$ cat config.mk
export PLATFORM = sky130hd
export DESIGN_NAME = sdvm_digit_ctrl
export DESIGN_NICKNAME = d
export VERILOG_FILES = /design/src/rtl/sdvm_digit_ctrl.sv
export SDC_FILE = /design/constraint.sdc
export NUM_CORES = 1
export LEC_CHECK = 0
export ABC_CLOCK_PERIOD_IN_PS = 1300
export CORE_MARGIN = 4
export CORE_UTILIZATION = 41
export CTS_CLUSTER_SIZE = 14
export DETAILED_ROUTE_END_ITERATION = 16
export GPL_TIMING_DRIVEN = 0
export PLACE_DENSITY = 0.84
export SLEW_MARGIN = 40
export SYNTH_ARGS = -nofsm -noshare
export SYNTH_HDL_FRONTEND = slang
export SYNTH_SLANG_ARGS = --single-unit
$ cat constraint.sdc
create_clock -name i_clk -period 1.3 [get_ports i_clk]
set_input_delay 0.26 -clock i_clk [delete_from_list [all_inputs] [get_ports i_clk]]
set_output_delay 0.26 -clock i_clk [all_outputs]
set_load 0.02 [all_outputs]
$ cat src/rtl/sdvm_digit_ctrl.sv
// Digit sequencer for the signed-digit vector multiplier. It latches the operand rails on start,
// then forwards one signed digit per cycle as a registered select and tags each partial product.
//
// state   | meaning
// --------+------------------------------------------------------------
// ST_IDLE | waiting for start; no digits accepted, operand rails held
// ST_RUN  | operation in progress; one digit accepted per valid cycle
module sdvm_digit_ctrl #(
   parameter int NUM_BITS   = 2,
   parameter int NUM_DIGITS = 8,
   parameter int CNT_W      = 4
) (
   input  logic                i_clk,
   input  logic                i_rst_n,
   input  logic                i_start,
   input  logic                i_abort,
   input  logic [NUM_BITS-1:0] i_vec_plus_in,
   input  logic [NUM_BITS-1:0] i_vec_minus_in,
   input  logic [1:0]          i_digit_in,
   input  logic                i_digit_valid,
   output logic                o_digit_ready,
   output logic [1:0]          o_sel_out,
   output logic [NUM_BITS-1:0] o_vec_plus_out,
   output logic [NUM_BITS-1:0] o_vec_minus_out,
   output logic                o_pp_valid,
   output logic [CNT_W-1:0]    o_pp_index,
   output logic                o_pp_last,
   output logic                o_busy,
   output logic                o_done,
   output logic                o_err_digit
);

   localparam logic [0:0] ST_IDLE = 1'b0;
   localparam logic [0:0] ST_RUN  = 1'b1;

   localparam logic [1:0]       DIG_ZERO    = 2'b00;
   localparam logic [1:0]       DIG_ILLEGAL = 2'b11;
   localparam logic [CNT_W-1:0] LAST_IDX    = CNT_W'(NUM_DIGITS - 1);

   logic [0:0]          r_state;
   logic [CNT_W-1:0]    r_cnt;
   logic [1:0]          r_sel;
   logic [NUM_BITS-1:0] r_vec_plus;
   logic [NUM_BITS-1:0] r_vec_minus;
   logic                r_pp_valid;
   logic [CNT_W-1:0]    r_pp_index;
   logic                r_pp_last;
   logic                r_done;
   logic                r_err;

   logic w_run;
   logic w_start_ok;
   logic w_accept;
   logic w_illegal;
   logic w_last;

   assign w_run      = (r_state == ST_RUN);
   assign w_start_ok = (r_state == ST_IDLE) && i_start && !i_abort;
   // Abort masks ready so a digit offered alongside it is never consumed.
   assign w_accept   = w_run && !i_abort && i_digit_valid;
   assign w_illegal  = (i_digit_in == DIG_ILLEGAL);
   assign w_last     = (r_cnt == LAST_IDX);

   always_ff @(posedge i_clk) begin
      if (!i_rst_n) begin
         r_state     <= ST_IDLE;
         r_cnt       <= '0;
         r_sel       <= DIG_ZERO;
         r_vec_plus  <= '0;
         r_vec_minus <= '0;
         r_pp_valid  <= 1'b0;
         r_pp_index  <= '0;
         r_pp_last   <= 1'b0;
         r_done      <= 1'b0;
         r_err       <= 1'b0;
      end else begin
         r_sel      <= DIG_ZERO;
         r_pp_valid <= 1'b0;
         r_pp_last  <= 1'b0;
         r_done     <= 1'b0;
         case (r_state)
            ST_IDLE: begin
               if (w_start_ok) begin
                  r_vec_plus  <= i_vec_plus_in;
                  r_vec_minus <= i_vec_minus_in;
                  r_cnt       <= '0;
                  r_err       <= 1'b0;
                  r_state     <= ST_RUN;
               end
            end
            ST_RUN: begin
               if (i_abort) begin
                  r_state <= ST_IDLE;
               end else if (w_accept) begin
                  r_sel      <= w_illegal ? DIG_ZERO : i_digit_in;
                  r_err      <= r_err | w_illegal;
                  r_pp_valid <= 1'b1;
                  r_pp_index <= r_cnt;
                  r_cnt      <= r_cnt + 1'b1;
                  if (w_last) begin
                     r_pp_last <= 1'b1;
                     r_done    <= 1'b1;
                     r_state   <= ST_IDLE;
                  end
               end
            end
            default: r_state <= ST_IDLE;
         endcase
      end
   end

   assign o_digit_ready   = w_run && !i_abort;
   assign o_busy          = w_run;
   assign o_sel_out       = r_sel;
   assign o_vec_plus_out  = r_vec_plus;
   assign o_vec_minus_out = r_vec_minus;
   assign o_pp_valid      = r_pp_valid;
   assign o_pp_index      = r_pp_index;
   assign o_pp_last       = r_pp_last;
   assign o_done          = r_done;
   assign o_err_digit     = r_err;

endmodule

### Word level (Yosys, flattened, before mapping)

Index checks and enable logic that the tools add are counted.

| storage, ports and cells | value |
|---|---|
| flip-flop bits (word level) | 18 |
| output and inout bits | 16 |
| logic and storage cells | 46 |

| cells by class | value |
|---|---|
| $add $sub $neg | 1 |
| eq/ne operators | 5 |
| multiplexer cells | 15 |
| bitwise logic cells | 5 |
| reduce and logical (&&, ||, !) cells | 11 |

Operators with widths:

| kind | count |
|---|---|
| two-way mux 4 bit | 3 |
| two-way mux 1 bit | 9 |
| one-hot mux 4 bit (2 select lines) | 1 |
| AND reduction 3 bit | 2 |
| OR reduction 5 bit | 1 |
| adder 4 x 1 -> 4 bit, second input constant | 1 |
| equality test 4 x 3 -> 1 bit, second input constant | 1 |
| logical AND 1 bit | 4 |
| != test 2 bit, second input constant | 2 |
| inverter 1 bit | 4 |
| one-hot mux 1 bit (2 select lines) | 2 |
| OR reduction 4 bit | 1 |
| OR reduction 3 bit | 1 |
| equality test 2 bit, second input constant | 1 |
| != test 2 x 1 -> 1 bit, second input constant | 1 |
| AND reduction 2 bit | 1 |
| logical NOT 1 bit | 1 |
| bitwise OR 1 bit | 1 |

### Longest topological paths before layout

| depth | value |
|---|---|
| depth after elaboration | 6 |
| gate-level depth with buffers | 5 |

### Worst setup path before layout

OpenSTA, ideal clock, no wires.

| path | value |
|---|---|
| path kind | register to register |
| start | reg r_state (netlist: o_busy) |
| end | reg r_cnt[1] |
| library setup time | 132 ps |
| data arrival time | 1159 ps |
| required time | 1168 ps |
| path slack | 8 ps |
| cell stages (with the launch flop) | 6 |
| buffers on the path | 2 |
| period minus slack after synthesis | 1292 ps |
| cell sequence | dfxtp_1 buf_6 or3b_1 buf_2 nand3_1 a21oi_1 |

| on the way | value |
|---|---|
| cells in the longest elaborated chain, start to end | 5 |
| elaborated cells between the ends (all ways) | 10 |

RTL lines:

| what | RTL line | RTL |
|---|---|---|
| start, declared | 40 | `logic [0:0] r_state;` |
| start signal, assigned | 66 | `r_state <= ST_IDLE;` |
| start signal, assigned | 88 | `r_state <= ST_RUN;` |
| start signal, assigned | 93 | `r_state <= ST_IDLE;` |
| inverter 1 bit | n/a |  |
| logical AND 1 bit (2 in a row) | 58 | `assign w_start_ok = (r_state == ST_IDLE) && i_start && !i_abort;` |
| != test 2 bit (no source line) | n/a |  |
| AND reduction 3 bit (no source line) | n/a |  |
| end signal, assigned | 99 | `r_cnt <= r_cnt + 1'b1;` |
| end, declared | 41 | `logic [CNT_W-1:0] r_cnt;` |

Several ways; a longest one is shown, not always the timed one.
A chain may end at the register's enable or synchronous reset.

### Worst setup path after layout

| path | value |
|---|---|
| start | reg r_state (netlist: o_busy) |
| end | out o_digit_ready |

| on the way | value |
|---|---|
| cells in the longest elaborated chain, start to end | 1 |

RTL lines:

| what | RTL line | RTL |
|---|---|---|
| logical AND 1 bit | 112 | `assign o_digit_ready = w_run && !i_abort;` |
| end, declared | 21 | `output logic o_digit_ready,` |

No other way between the ends.

==> summary.md <==
| Metric | Value |
|---|---|
| Global-route wire length before repair | `2640 um` |
| Terminating pin of the worst hold path | `o_busy` |
| Cell count after synthesis | `80` |
| List of cells traversed by the critical path | `buf_6 -> nor2b_4 -> buf_6` |
| Critical path peak fanout | `6` |
| Part of the total power dissipated in the clock network | `28.9%` |
| Internal power summed over all cells | `736 uW` |
| Async set or reset register ratio after synthesis | `0%` |
| Critical path arrival | `1040 ps` |
| Clock latency reported for the late side of the worst-skew pair | `300 ps` |
| Proportion of synthesized chip area in sequential cells | `50.1%` |
| Unrepaired setup endpoints after global routing | `yes` |
| Skew final | `3.75 ps` |
| Net count of the mapped netlist | `92` |
| TritonCTS buffer count | `3` |
| Top_reg_cell synth | `sky130_fd_sc_hd__dfxtp_1` |
| Number of levels the H-tree was split into | `1` |
| Violation count after the first detailed-route iteration | `9` |
| Total via count after detailed routing | `680` |
| Fraction of layout cells with a size suffix above 1 | `17.9%` |
| Clock sink count | `18` |
| Clock tree from TritonCTS | `yes` |
| Global-route usage over all layers | `13.8%` |
| Outcome | `completed` |
| Total number of nets in the final design | `126` |
| Total of flip-flops plus latches after synthesis | `18` |
| Count of boundary I/O pins | `27` |
| Most numerous cell on the critical path | `sky130_fd_sc_hd__buf_6` |
| Share of the cycle needed by the critical path after routing | `99.9%` |
| Routed Antenna Nets | `0` |
| Via count of the first global-routing pass | `614` |
| Number of maximum-capacitance constraint violations | `0` |
| Worst reg-to-reg path cell count | `5` |
| EDFF count, synth | `0` |
| Post-detailed-routing wire length | `1730 um` |
| Worst Min Path Start | `i_abort` |
| Hold violation total from the final report | `0` |
| Setup-violating endpoint count in the final report | `0` |
| Clock slew at the register clock pins of the worst setup and hold paths | `100 ps` |
| CP startpoint kind | `register` |
| Cell area after synthesis | `719 um^2` |
| Net load switching power | `239 uW` |
| Worst slack at placement | `-516 ps` |
| Port-buffer cells | `26` |
| Type of element capturing the critical path | `primary output` |
| Fraction of power consumed by sequential logic | `58.0%` |
| Filler cell count in the final layout | `132` |
| Share of the core filled with cells in the final layout | `67.9%` |
| Die Area | `2490 um^2` |
| Time the final worst path needs with I/O delays and setup | `1300 ps` |
| GRT Residual Overflow | `0` |
| Cts hold-fix bufs | `0` |
| Core Area | `1580 um^2` |
| Switching fraction of total power | `24.5%` |
| Initial antenna violation count | `0` |
| Peak clock frequency supported by timing | `0.770 GHz` |
| Capture instance of the worst register-to-register path | `r_cnt[0]` |
| Synth warnings | `0` |
| Rel. slew slack | `69.5%` |
| Depth of the worst hold-timing path | `4` |
| Horizontal extent of the die | `49.9 um` |
| Most common cell after layout, fill and taps aside | `sky130_fd_sc_hd__dfxtp_1` |
| Row count | `14` |
| Crit path required time | `1040 ps` |
| CTS max path bufs | `2` |
| Tightest Pin Transition | `457 ps` |
| WS Path Type | `register to primary output` |
| CTS root buf | `sky130_fd_sc_hd__clkbuf_4` |
| DRC violations left | `0` |
| Fraction of power consumed by combinational cells | `13.1%` |
| Final estimated routing congestion in global placement | `0.704` |
| Routed wire length per instance | `13.5 um` |
| Antenna Diode Count | `0` |
| HP Class | `primary input to register` |
| Hpwl dp | `1230 um` |
| Smallest setup slack after layout | `1.57 ps` |
| Top library cells by usage in the layout, fill and taps aside | `sky130_fd_sc_hd__dfxtp_1, sky130_fd_sc_hd__nand2_1, sky130_fd_sc_hd__a21oi_1, sky130_fd_sc_hd__dlygate4sd2_1, sky130_fd_sc_hd__clkdlybuf4s50_1` |
| CP max-delay cell | `sky130_fd_sc_hd__dfxtp_2` |
| Unique cell type count in the Yosys netlist | `25` |
| Post-synthesis average cell area | `8.99 um^2` |
| Power per cell area | `910 nW/um^2` |
| FF-to-FF setup slack | `50 ps` |
| Worst R2R Start | `o_busy` |
| Accumulated negative setup slack | `0 ps` |
| Synthesis-to-layout area growth | `48.9%` |
| Final Max Tran Viols | `0` |
| Static Leakage | `0.000466 uW` |
| Drt via density | `5.31` |
| Maximum number of pins on one net before global-route repair | `11` |
| Slowest cell delay on critical path | `340 ps` |
| Initial DRT Pass Iterations | `4` |
| Vert. Die Dim | `49.9 um` |
| Starting density of the core | `45.6%` |
| Peak supply drop | `708 uV` |
per-stage QoR:
| stage | cells | total power, uW | hold WS, ps | cell area, um^2 |
|---|---|---|---|---|
| 4_1_cts | 125 | 958 | 464 | 1010 |
| 2_1_floorplan | 80 | 629 | 336 | 719 |
| 3_3_place_gp | 122 | 691 | 442 | 1000 |
| 6_report | 128 | 975 | 440 | 1070 |
| 3_5_place_dp | 122 | 694 | 453 | 1000 |
| 5_1_grt | 128 | 1020 | 485 | 1070 |
logic make-up after synthesis:
kind of cell / Yosys count / share of synthesized area [%]
AND/OR/NAND/NOR: 40 / 32.0
buffers and inverters: 7 / 5.91
adder cells (fa/ha/maj): 1 / 1.74
AO/OA/AOI/OAI: 14 / 10.3
flip-flops: 18 / 50.1
synthesized netlist by cell type, types with 2 or more instances:
library cell	n	area, um^2
sky130_fd_sc_hd__dfxtp_1	18	360
sky130_fd_sc_hd__nand3b_1	2	15.0
sky130_fd_sc_hd__nor2_1	2	7.51
sky130_fd_sc_hd__nand2_1	16	60.1
sky130_fd_sc_hd__a21oi_1	11	55.1
sky130_fd_sc_hd__nand4b_1	2	17.5
sky130_fd_sc_hd__a31oi_1	3	18.8
sky130_fd_sc_hd__buf_4	2	15.0
sky130_fd_sc_hd__nor3b_1	2	15.0
sky130_fd_sc_hd__nand3_1	7	35.0
timing repair:
item / CTS / global route
resized for setup: 23 / 14
buffers inserted: 0 / 3
setup endpoints to repair: 16 / 12
gates cloned: 0 / 0
pin swaps: 0 / 1
state kept, by name, summed over array words and instances, names as in the netlist:
signal	count
o_pp_index	4
r_cnt	4
o_sel_out	2
o_vec_minus_out	2
o_vec_plus_out	2
o_busy	1
o_done	1
o_err_digit	1
o_pp_valid	1
layer usage:
layer	vias up	GRT usage [%]	wire (um)
li1	338	-	-
met4	0	6.91	29
met5	-	0	0
met2	27	24.2	859
met1	313	14.5	712
met3	2	4.52	130
power groups by stage:
stage | Clock, uW | Sequential [uW] | Combinational (uW)
floorplan | 0 | 588 | 41.5
global placement | 0 | 577 | 113
detailed placement | 0 | 578 | 115
CTS | 283 | 565 | 111
global route | 313 | 567 | 137
finish | 282 | 565 | 128
layout make-up:
type | instances | area, um^2 | share of cell area, %
Sequential cell | 18 | 362 | 33.8
Multi-Input combinational cell | 55 | 339 | 31.7
Timing Repair Buffer | 29 | 275 | 25.7
Buffer | 5 | 45.0 | 4.21
Clock buffer | 3 | 22.5 | 2.10
Tap cell | 16 | 20.0 | 1.87
Inverter | 2 | 7.51 | 0.701
critical path, delay by kind of cell (launching register included):
| family | cells | cell delay, ps |
|---|---|---|
| AND/OR/NAND/NOR | 1 | 150 |
| flip-flops | 1 | 340 |
| buffers and inverters | 2 | 240 |
how the worst max path moves through the flow:
stage | slack, ps | to | startpoint
floorplan | 8 | r_cnt[1] | o_busy
global placement | -510 | o_digit_ready | i_abort
detailed placement | -520 | o_digit_ready | i_abort
CTS | -50 | o_digit_ready | o_busy
global route | -60 | o_digit_ready | o_busy
finish | 2 | o_digit_ready | o_busy
(Power assumes the default switching activity.)
